### src/rtl/fib_pkg.sv
// Shared types and constants for the Fibonacci burst collector.
package fib_pkg;

    // fib_in cycles thrown away after the restart pulse (the generator's duplicate 0).
    localparam int unsigned ALIGN_CYCLES = 1;

    typedef enum logic [2:0] {
        StIdle,
        StLaunch,
        StAlign,
        StStream,
        StWait
    } state_e;

    function automatic logic [7:0] sat_inc8(input logic [7:0] v);
        return (v == 8'hFF) ? v : v + 8'd1;
    endfunction

endpackage

### src/rtl/fib_collect_fifo.sv
// Synchronous FIFO of collector entries; a push is accepted while full when a pop frees the slot.
module fib_collect_fifo #(
    parameter int unsigned EntryW = 8,
    parameter int unsigned DEPTH  = 4
) (
    input  logic              clk_i,
    input  logic              rst_ni,
    input  logic              push_i,
    input  logic [EntryW-1:0] din_i,
    input  logic              pop_i,
    output logic [EntryW-1:0] dout_o,
    output logic              full_o,
    output logic              empty_o
);

    localparam int unsigned AW = (DEPTH > 1) ? $clog2(DEPTH) : 1;

    logic [EntryW-1:0] mem_q [DEPTH];
    logic [AW-1:0]     wr_q, wr_d, rd_q, rd_d;
    logic [AW:0]       cnt_q, cnt_d;
    logic              do_push, do_pop;

    assign empty_o = (cnt_q == '0);
    assign full_o  = (cnt_q == (AW+1)'(DEPTH));
    assign dout_o  = mem_q[rd_q];

    assign do_pop  = pop_i & ~empty_o;
    assign do_push = push_i & (~full_o | do_pop);

    always_comb begin
        wr_d  = do_push ? wr_q + AW'(1) : wr_q;
        rd_d  = do_pop  ? rd_q + AW'(1) : rd_q;
        cnt_d = cnt_q + {{AW{1'b0}}, do_push} - {{AW{1'b0}}, do_pop};
    end

    always_ff @(posedge clk_i or negedge rst_ni) begin
        if (!rst_ni) begin
            wr_q  <= '0;
            rd_q  <= '0;
            cnt_q <= '0;
        end else begin
            wr_q  <= wr_d;
            rd_q  <= rd_d;
            cnt_q <= cnt_d;
        end
    end

    always_ff @(posedge clk_i) begin
        if (do_push) begin
            mem_q[wr_q] <= din_i;
        end
    end

endmodule

### src/rtl/fib_burst_collector.sv
// Restarts a free-running Fibonacci generator, collects N tagged terms and replays after backpressure.
// Optional replay counter output enabled by FIB_COLLECT_STATS_EN.
module fib_burst_collector
    import fib_pkg::*;
#(
    parameter int unsigned WIDTH = 16,
    parameter int unsigned DEPTH = 4,
    parameter int unsigned CNT_W = 8
) (
    input  logic             clk,
    input  logic             rst_n,
    input  logic             req_valid,
    output logic             req_ready,
    input  logic [CNT_W-1:0] req_count,
    output logic             gen_start,
    input  logic [WIDTH-1:0] fib_in,
    output logic             out_valid,
    input  logic             out_ready,
    output logic [WIDTH-1:0] out_data,
    output logic [CNT_W-1:0] out_index,
    output logic             out_last,
    output logic             out_ovf,
    output logic             busy
`ifdef FIB_COLLECT_STATS_EN
    ,
    output logic [7:0]       replay_cnt
`endif
);

    typedef struct packed {
        logic [WIDTH-1:0] data;
        logic [CNT_W-1:0] index;
        logic             last;
        logic             ovf;
    } entry_t;

    localparam int unsigned EntryW = $bits(entry_t);

    state_e           state_q, state_d;
    logic             en_q;
    logic [CNT_W-1:0] count_q, count_d;
    logic [CNT_W-1:0] next_idx_q, next_idx_d;
    logic [CNT_W-1:0] cur_idx_q, cur_idx_d;
    logic [WIDTH-1:0] prev_q, prev_d;
    logic             ovf_run_q, ovf_run_d;
    logic [1:0]       align_q, align_d;

    logic             fifo_full, fifo_empty, push, pop, full_eff;
    logic             req_fire, wrap, is_last;
    entry_t           push_ent, head_ent;
    logic [EntryW-1:0] head_raw;

`ifdef FIB_COLLECT_STATS_EN
    logic [7:0] replay_q, replay_d;
    assign replay_cnt = replay_q;
`endif

    // en_q keeps req_ready low while reset is asserted.
    assign req_ready = en_q & (state_q == StIdle) & fifo_empty;
    assign req_fire  = req_valid & req_ready;
    assign busy      = (state_q != StIdle) | ~fifo_empty;

    assign pop      = out_valid & out_ready;
    assign full_eff = fifo_full & ~pop;
    assign wrap     = (cur_idx_q >= CNT_W'(2)) && (fib_in < prev_q);
    assign is_last  = (cur_idx_q == CNT_W'(count_q - CNT_W'(1)));

    assign push_ent.data  = fib_in;
    assign push_ent.index = cur_idx_q;
    assign push_ent.last  = is_last;
    assign push_ent.ovf   = ovf_run_q | wrap;

    assign head_ent  = entry_t'(head_raw);
    assign out_valid = ~fifo_empty;
    assign out_data  = out_valid ? head_ent.data  : '0;
    assign out_index = out_valid ? head_ent.index : '0;
    assign out_last  = out_valid & head_ent.last;
    assign out_ovf   = out_valid & head_ent.ovf;

    always_comb begin
        state_d    = state_q;
        count_d    = count_q;
        next_idx_d = next_idx_q;
        cur_idx_d  = cur_idx_q;
        prev_d     = prev_q;
        ovf_run_d  = ovf_run_q;
        align_d    = align_q;
        push       = 1'b0;
        gen_start  = 1'b0;
`ifdef FIB_COLLECT_STATS_EN
        replay_d   = replay_q;
`endif
        unique case (state_q)
            StIdle: begin
                if (req_fire) begin
`ifdef FIB_COLLECT_STATS_EN
                    replay_d = '0;
`endif
                    if (req_count != '0) begin
                        count_d    = req_count;
                        next_idx_d = '0;
                        state_d    = StLaunch;
                    end
                end
            end
            StLaunch: begin
                gen_start = 1'b1;
                cur_idx_d = '0;
                ovf_run_d = 1'b0;
                align_d   = '0;
                state_d   = StAlign;
            end
            StAlign: begin
                if (align_q == 2'(ALIGN_CYCLES - 1)) begin
                    state_d = StStream;
                end else begin
                    align_d = align_q + 2'd1;
                end
            end
            StStream: begin
                // Index and wrap tracking advance on skipped terms too.
                cur_idx_d = cur_idx_q + CNT_W'(1);
                prev_d    = fib_in;
                ovf_run_d = ovf_run_q | wrap;
                if (cur_idx_q == next_idx_q) begin
                    if (!full_eff) begin
                        push       = 1'b1;
                        next_idx_d = next_idx_q + CNT_W'(1);
                        if (is_last) begin
                            state_d = StIdle;
                        end
                    end else begin
                        state_d = StWait;
                    end
                end
            end
            StWait: begin
                if (fifo_empty) begin
                    state_d = StLaunch;
`ifdef FIB_COLLECT_STATS_EN
                    replay_d = sat_inc8(replay_q);
`endif
                end
            end
            default: state_d = StIdle;
        endcase
    end

    always_ff @(posedge clk or negedge rst_n) begin
        if (!rst_n) begin
            state_q    <= StIdle;
            en_q       <= 1'b0;
            count_q    <= '0;
            next_idx_q <= '0;
            cur_idx_q  <= '0;
            prev_q     <= '0;
            ovf_run_q  <= 1'b0;
            align_q    <= '0;
`ifdef FIB_COLLECT_STATS_EN
            replay_q   <= '0;
`endif
        end else begin
            state_q    <= state_d;
            en_q       <= 1'b1;
            count_q    <= count_d;
            next_idx_q <= next_idx_d;
            cur_idx_q  <= cur_idx_d;
            prev_q     <= prev_d;
            ovf_run_q  <= ovf_run_d;
            align_q    <= align_d;
`ifdef FIB_COLLECT_STATS_EN
            replay_q   <= replay_d;
`endif
        end
    end

    fib_collect_fifo #(
        .EntryW (EntryW),
        .DEPTH  (DEPTH)
    ) u_fifo (
        .clk_i   (clk),
        .rst_ni  (rst_n),
        .push_i  (push),
        .din_i   (push_ent),
        .pop_i   (pop),
        .dout_o  (head_raw),
        .full_o  (fifo_full),
        .empty_o (fifo_empty)
    );

endmodule

### config.mk
export PLATFORM = sky130hd
export DESIGN_NAME = fib_burst_collector
export DESIGN_NICKNAME = d
export VERILOG_FILES = /design/src/rtl/fib_pkg.sv /design/src/rtl/fib_collect_fifo.sv /design/src/rtl/fib_burst_collector.sv
export SDC_FILE = /design/constraint.sdc
export NUM_CORES = 1
export LEC_CHECK = 0
export CAP_MARGIN = 5
export CORE_ASPECT_RATIO = 0.75
export CORE_UTILIZATION = 40
export CTS_CLUSTER_DIAMETER = 30
export DETAILED_ROUTE_END_ITERATION = 7
export GPL_ROUTABILITY_DRIVEN = 1
export MAX_ROUTING_LAYER = met4
export SLEW_MARGIN = 20
export SYNTH_ARGS = -nofsm -noshare
export SYNTH_HDL_FRONTEND = slang
export SYNTH_HIERARCHICAL = 1
export SYNTH_SLANG_ARGS = --single-unit
### constraint.sdc
create_clock -name clk -period 5.4 [get_ports clk]
set_input_delay 1.08 -clock clk [delete_from_list [all_inputs] [get_ports clk]]
set_output_delay 1.08 -clock clk [all_outputs]
set_load 0.01 [all_outputs]
Word level (Yosys, flattened, before mapping)
Memories as Yosys holds them, arrays and structs flattened.
Cells that the tools add are included.
{"block": "totals", "regBits": 54, "ramBits": 104, "input_bits": 28, "out_inout_bits": 30, "mem_count": 1}
{"block": "op_classes", "add_sub_neg": 8, "n_lt_le_gt_ge": 2, "n_eq_ne": 15, "mux": 25, "bitwise_logic": 15, "reduce_logical": 13}
{"name": "u_fifo.mem_q", "depth": 4, "width": 26, "rd": 1, "rd_clocked_by_memory_dff": 0, "write_ports": 1, "line_no": "fib_collect_fifo.sv:18", "rtl": "logic [EntryW-1:0] mem_q [DEPTH];"}
{"cell": "$mux 8", "n": 5}
{"cell": "$pmux 8 s2", "n": 2}
{"cell": "$mux 3", "n": 7}
{"cell": "$add 8x1->8 const B", "n": 2}
{"cell": "$eq 8x8->1", "n": 2}
{"cell": "$lt 16x16->1", "n": 1}
{"cell": "$mux 16", "n": 1}
{"cell": "$pmux 3 s5", "n": 1}
{"cell": "$ne 2x2->1 const B", "n": 6}
{"cell": "$and 1x1->1", "n": 9}
{"cell": "$ge 8x2->1 const B", "n": 1}
{"cell": "$reduce_bool 8->1", "n": 1}
{"cell": "$sub 8x1->8 const B", "n": 1}
{"cell": "$add 2x1->2 const B", "n": 3}
{"cell": "$eq 3x2->1 const B", "n": 2}
{"cell": "$eq 3x3->1 const B", "n": 2}
{"cell": "$logic_not 3->1", "n": 2}
{"cell": "$mux 1", "n": 6}
{"cell": "$reduce_and 6->1", "n": 1}
{"cell": "$reduce_bool 2->1", "n": 3}
{"cell": "$reduce_and 5->1", "n": 1}
{"cell": "$pmux 2 s2", "n": 1}
{"cell": "$add 3x1->3", "n": 1}
{"cell": "$eq 3x1->1 const B", "n": 1}
{"cell": "other kinds (12)", "n": 16}

Logic depth before layout (Yosys ltp)
{"block": "depth", "word_depth": 11, "mapped_depth": 11, "mapped_depth_nobuf": 10}

Hierarchy
Netlist, hierarchy kept.
{"module": "fib_collect_fifo", "instances": 1, "cells_per_inst": 171, "area_per_inst_um2": 4185.3}
{"module": "fib_burst_collector", "instances": 1, "cells_per_inst": 364, "area_per_inst_um2": 3151.8}

Least setup slack after synthesis
OpenSTA, ideal clock, no wires.
{"block": "synth_path", "path_kind": "input-to-reg", "from": "input out_ready", "to": "memory u_fifo/mem_q[0][0] (netlist name) (enable)", "arrival_ns": 2.721, "path_slack_ns": 2.293, "path_stages": 6, "path_cell_list": "nor2b_1 or2b_1 and4_1 buf_6 a21boi_2 and2_1"}
{"block": "synth_between", "elab_chain_len": 9, "word_cells_on_any_way": 11}
{"item": "start, declared", "line_no": "fib_burst_collector.sv:18", "rtl": "input logic out_ready,"}
{"item": "$and 1x1->1", "line_no": "fib_burst_collector.sv:63", "rtl": "assign pop = out_valid & out_ready;"}
{"item": "$not 1->1", "line_no": "fib_burst_collector.sv:64", "rtl": "assign full_eff = fifo_full & ~pop;"}
{"item": "$and 1x1->1", "line_no": "fib_burst_collector.sv:64"}
{"item": "$mux 1", "line_no": "fib_burst_collector.sv:126", "rtl": "if (!full_eff) begin"}
{"item": "$mux 1", "line_no": "fib_burst_collector.sv:125", "rtl": "if (cur_idx_q == next_idx_q) begin"}
{"item": "$mux 1", "line_no": "fib_burst_collector.sv:93", "rtl": "unique case (state_q)"}
{"item": "via push", "line_no": "fib_burst_collector.sv:48", "rtl": "logic fifo_full, fifo_empty, push, pop, full_eff;"}
{"item": "$and 1x1->1", "line_no": "fib_collect_fifo.sv:28", "rtl": "assign do_push = push_i & (~full_o | do_pop);"}
{"item": "$mux 1", "line_no": "fib_collect_fifo.sv:49", "rtl": "if (do_push) begin"}
{"item": "$mux 1 (not written as such)", "line_no": "fib_collect_fifo.sv:50", "rtl": "mem_q[wr_q] <= din_i;"}
{"item": "end, declared", "line_no": "fib_collect_fifo.sv:18"}
The timed path passes the listed nets, and every way through them passes these cells.

==> results by group <==
Layout
  – Multi-input logic area: about 2600 sq um
  – N_diodes: 0
  – Final nets: approximately 650
  – Register area: 4476 sq um
  – Fraction of layout instances using a drive strength above 1: about an eighth
  – Fillers: 1522
  – Fin cells: around 850
  – Commonest non-fill, non-tap cell in the layout: edfxtp_1
  – Most frequent cells in the layout: 104 x edfxtp_1, 56 x nand2_1, 56 x clkdlybuf4s50_1
  – Layout area overhead: 18.74%

Global routing
  – Largest net degree at the start of global routing: 33
  – Number of global-route vias before repair: between 4k and 5k
  – Grt ovf: 0
  – Tot GR Track Use: between 10% and 20%
  – Initial antenna violation count: 0
  – First-pass GRT wire length: roughly 24 mm

Logic synthesis
  – Synthesized Nets: between 500 and 600
  – Ys flop type: edfxtp_1
  – Synth top area share: 42.56%
  – Mapped Avg Cell Area: roughly 14 sq um
  – Syn. warnings: 6
  – Cell area after synthesis: 7337 sq um
  – Sequential fraction of the synthesis area: about three fifths
  – Yosys cell types: just over 60
  – Gate Count Post-Synth: between 500 and 600
  – Yosys top cell by area: edfxtp_1
  – Yosys reg bits: ~160
  – EDFF count, synth: 104
  – Synth area leaders: edfxtp_1 43%, dfrtp_1 18%, mux4_2 8.0%, ha_1 4.3%, nand2_1 2.9%
  – Post-synth ARST share: around a third

Worst setup path
  – CP Launch Type: flop
  – Worst R2R Path Depth: 9
  – Setup CP Type: flop to primary output
  – Max FO, Critical Path: 28
  – Critical path arrival: roughly 2.7 ns
  – Crit. End Element: primary output
  – CP required: about 4.3 ns

Power and ir drop
  – Pleak: about 0.0034 uW
  – Cell Pwr Density: a little over 500 nW/um^2
  – Switching Fraction: 31.12%
  – Power Total: roughly 4400 uW
  – Internal power: 3059 uW
  – Peak VDD IR: ~0.24 mV
  – Flop pwr share: between 40 and 50%
  – P_sw: between 1000 and 1500 uW
  – Gate power share: a little under a third
  – Clock power share: approximately 28%

Route
  – Vias: about 4.4k
  – Post-DR vias/cell: 5.237
  – DRT Pass-1 Iters: 7
  – Routed Wire Length: approximately 15 mm
  – Final antenna-violating net count: 0
  – Routed len/inst: between 15 and 20 um
  – DRC viols: 0
  – Drt initial violations: 301

Placement
  – DP Cell Count: around 800
  – Port Buffers: between 50 and 60
  – DP HPWL: between 9 and 10 mm
  – Pre-CTS WS: roughly 1.7 ns
  – Final GP Congestion: roughly 0.86

Hold path
  – Hold Crit Class: flop to flop
  – WHS Path Cells: 2

Clock network
  – Hold buffer count at cts: 0
  – CTS Buf Count: 17
  – Postcts setup bufs: 0
  – CTS tree: yes
  – Root Buffer Master: clkbuf_16
  – Clock Latency Late Sink: approximately 0.42 ns
  – Clock Sinks: approximately 160
  – CTS clock-pin slew for the worst setup and hold paths: around 0.06 ns
  – CTS Buffer Depth: 2
  – H-tree depth: 4
  – CTS resizes: 0

Floorplanning
  – Starting Density: 41.19%
  – Die Ht: 119.3 um
  – # rows: between 40 and 50
  – Die width: approximately 160 um
  – Io pins: 58
  – Core Region: around 18000 sq um
  – Die Area: approximately 19000 sq um

Outcome
  – Status: finished clean

Timing
  – Worst-Margin Slew: 1.031 ns
  – Final Hold Fails: 0
  – Worst slew margin: roughly 31%
  – Min Clock Period, post-route: between 3 and 4 ns
  – Fmax: around 260 MHz
  – Setup ws final: 1.603 ns
  – Fin crit share: a little over two thirds
  – Hold slack: 0.4891 ns
  – Final slew viol count: 0
  – Setup TNS: 0 ns
  – Setup-failing EPs final: 0
  – Fin Clk Skew: between 0.007 and 0.008 ns
  – RSZ-0062 raised after global routing: no

Flow run
  – Max-cap violation count: 0
## layer usage
layer  GRT usage, %  share of wire (%)
met5              -                  0
met4          6.070                1.3
met1          25.76                 49
met3          3.639                4.3
met2          25.33                 45
## path summary, 6_finish.rpt
kind	slack, ns	from	endpoint
min reg2reg	0.49	prev_q[0]$_DFFE_PN0P_	prev_q[0]$_DFFE_PN0P_
max reg2reg	2.07	state_q[1]$_DFFE_PN0P_	u_fifo/cnt_q[2]$_DFF_PN0_
min	0.49	prev_q[0]$_DFFE_PN0P_	prev_q[0]$_DFFE_PN0P_
max in group asynchronous	3.79	rst_n	u_fifo/rd_q[0]$_DFFE_PN0N_
max	1.60	u_fifo/rd_q[0]$_DFFE_PN0N_	out_data[15]
min in group asynchronous	0.71	rst_n	count_q[3]$_DFFE_PN0P_
## state kept, by name, summed over array words and instances, names as in the netlist
| name | cells |
|---|---|
| u_fifo/rd_q | 2 |
| align_q | 2 |
| prev_q | 16 |
| cur_idx_q | 8 |
| u_fifo/cnt_q | 3 |
| count_q | 8 |
| next_idx_q | 8 |
| en_q | 1 |
| u_fifo/mem_q | 104 |
| state_q | 3 |
| ovf_run_q | 1 |
| u_fifo/wr_q | 2 |
## cells by family (layout without fill, tap and decap cells)
logic type | count (synthesis) | count (layout) | share of synthesized area (%)
buf+inv | 59 | 130 | 4.059
fa+ha+maj | 26 | 26 | 4.536
compound gates | 79 | 79 | 7.265
other cells | 1 | 1 | 0.05111
mux | 33 | 33 | 9.021
flops | 158 | 158 | 60.98
simple gates | 152 | 152 | 10.86
xor+xnor | 27 | 27 | 3.223
## per-stage QoR
step	area, sq um	utilization, %
2_1_floorplan	7337	-
3_3_place_gp	8094	45.43
3_5_place_dp	8094	45.43
4_1_cts	8712	48.90
5_1_grt	8712	48.90
6_report	8712	48.90
## cell usage after synthesis, types with 2 or more instances
cell,number
edfxtp_1,104
nand2_1,56
dfrtp_1,54
inv_1,33
nor2b_1,29
mux4_2,26
ha_1,25
o21ai_0,25
nor2_1,19
xor2_1,16
a21oi_1,13
xnor2_1,11
buf_6,9
clkbuf_1,9
buf_2,7
nand4_1,7
a21o_1,6
nand3_1,6
nor3_1,6
o21ai_1,6
mux2i_1,5
nor4_1,5
a22o_1,4
and2_1,4
or3_1,4
a211oi_1,3
nand2b_1,3
a2111oi_0,2
a211o_1,2
a31oi_1,2
nor4_2,2
o31ai_1,2
o32ai_1,2
## cell type report
class | count | area share [%]
clock buffer | 22 | 5.213
clock inverter | 10 | 1.881
inverter | 34 | 1.465
multi-input combinational | 318 | 29.50
sequential | 158 | 51.37
tap | 242 | 3.476
timing repair buffer | 64 | 7.095
## worst max-delay path, cell delays in order, from the launching register on
cell	delay [ns]
dfrtp_2	0.99
mux4_2	0.64
nor2b_1	0.16
clkdlybuf4s50_1	0.50
## power by group through the flow
stage                     combinational [uW]  sequential (uW)  clock (uW)
after global routing                    1530             1830        1320
after detailed placement                1400             1820           0
after global placement                  1380             1810           0
after floorplan                         1080             1620           0
final                                   1400             1790        1250
after CTS                               1420             1800        1270
Note: power is estimated with default switching activity, not from simulation.
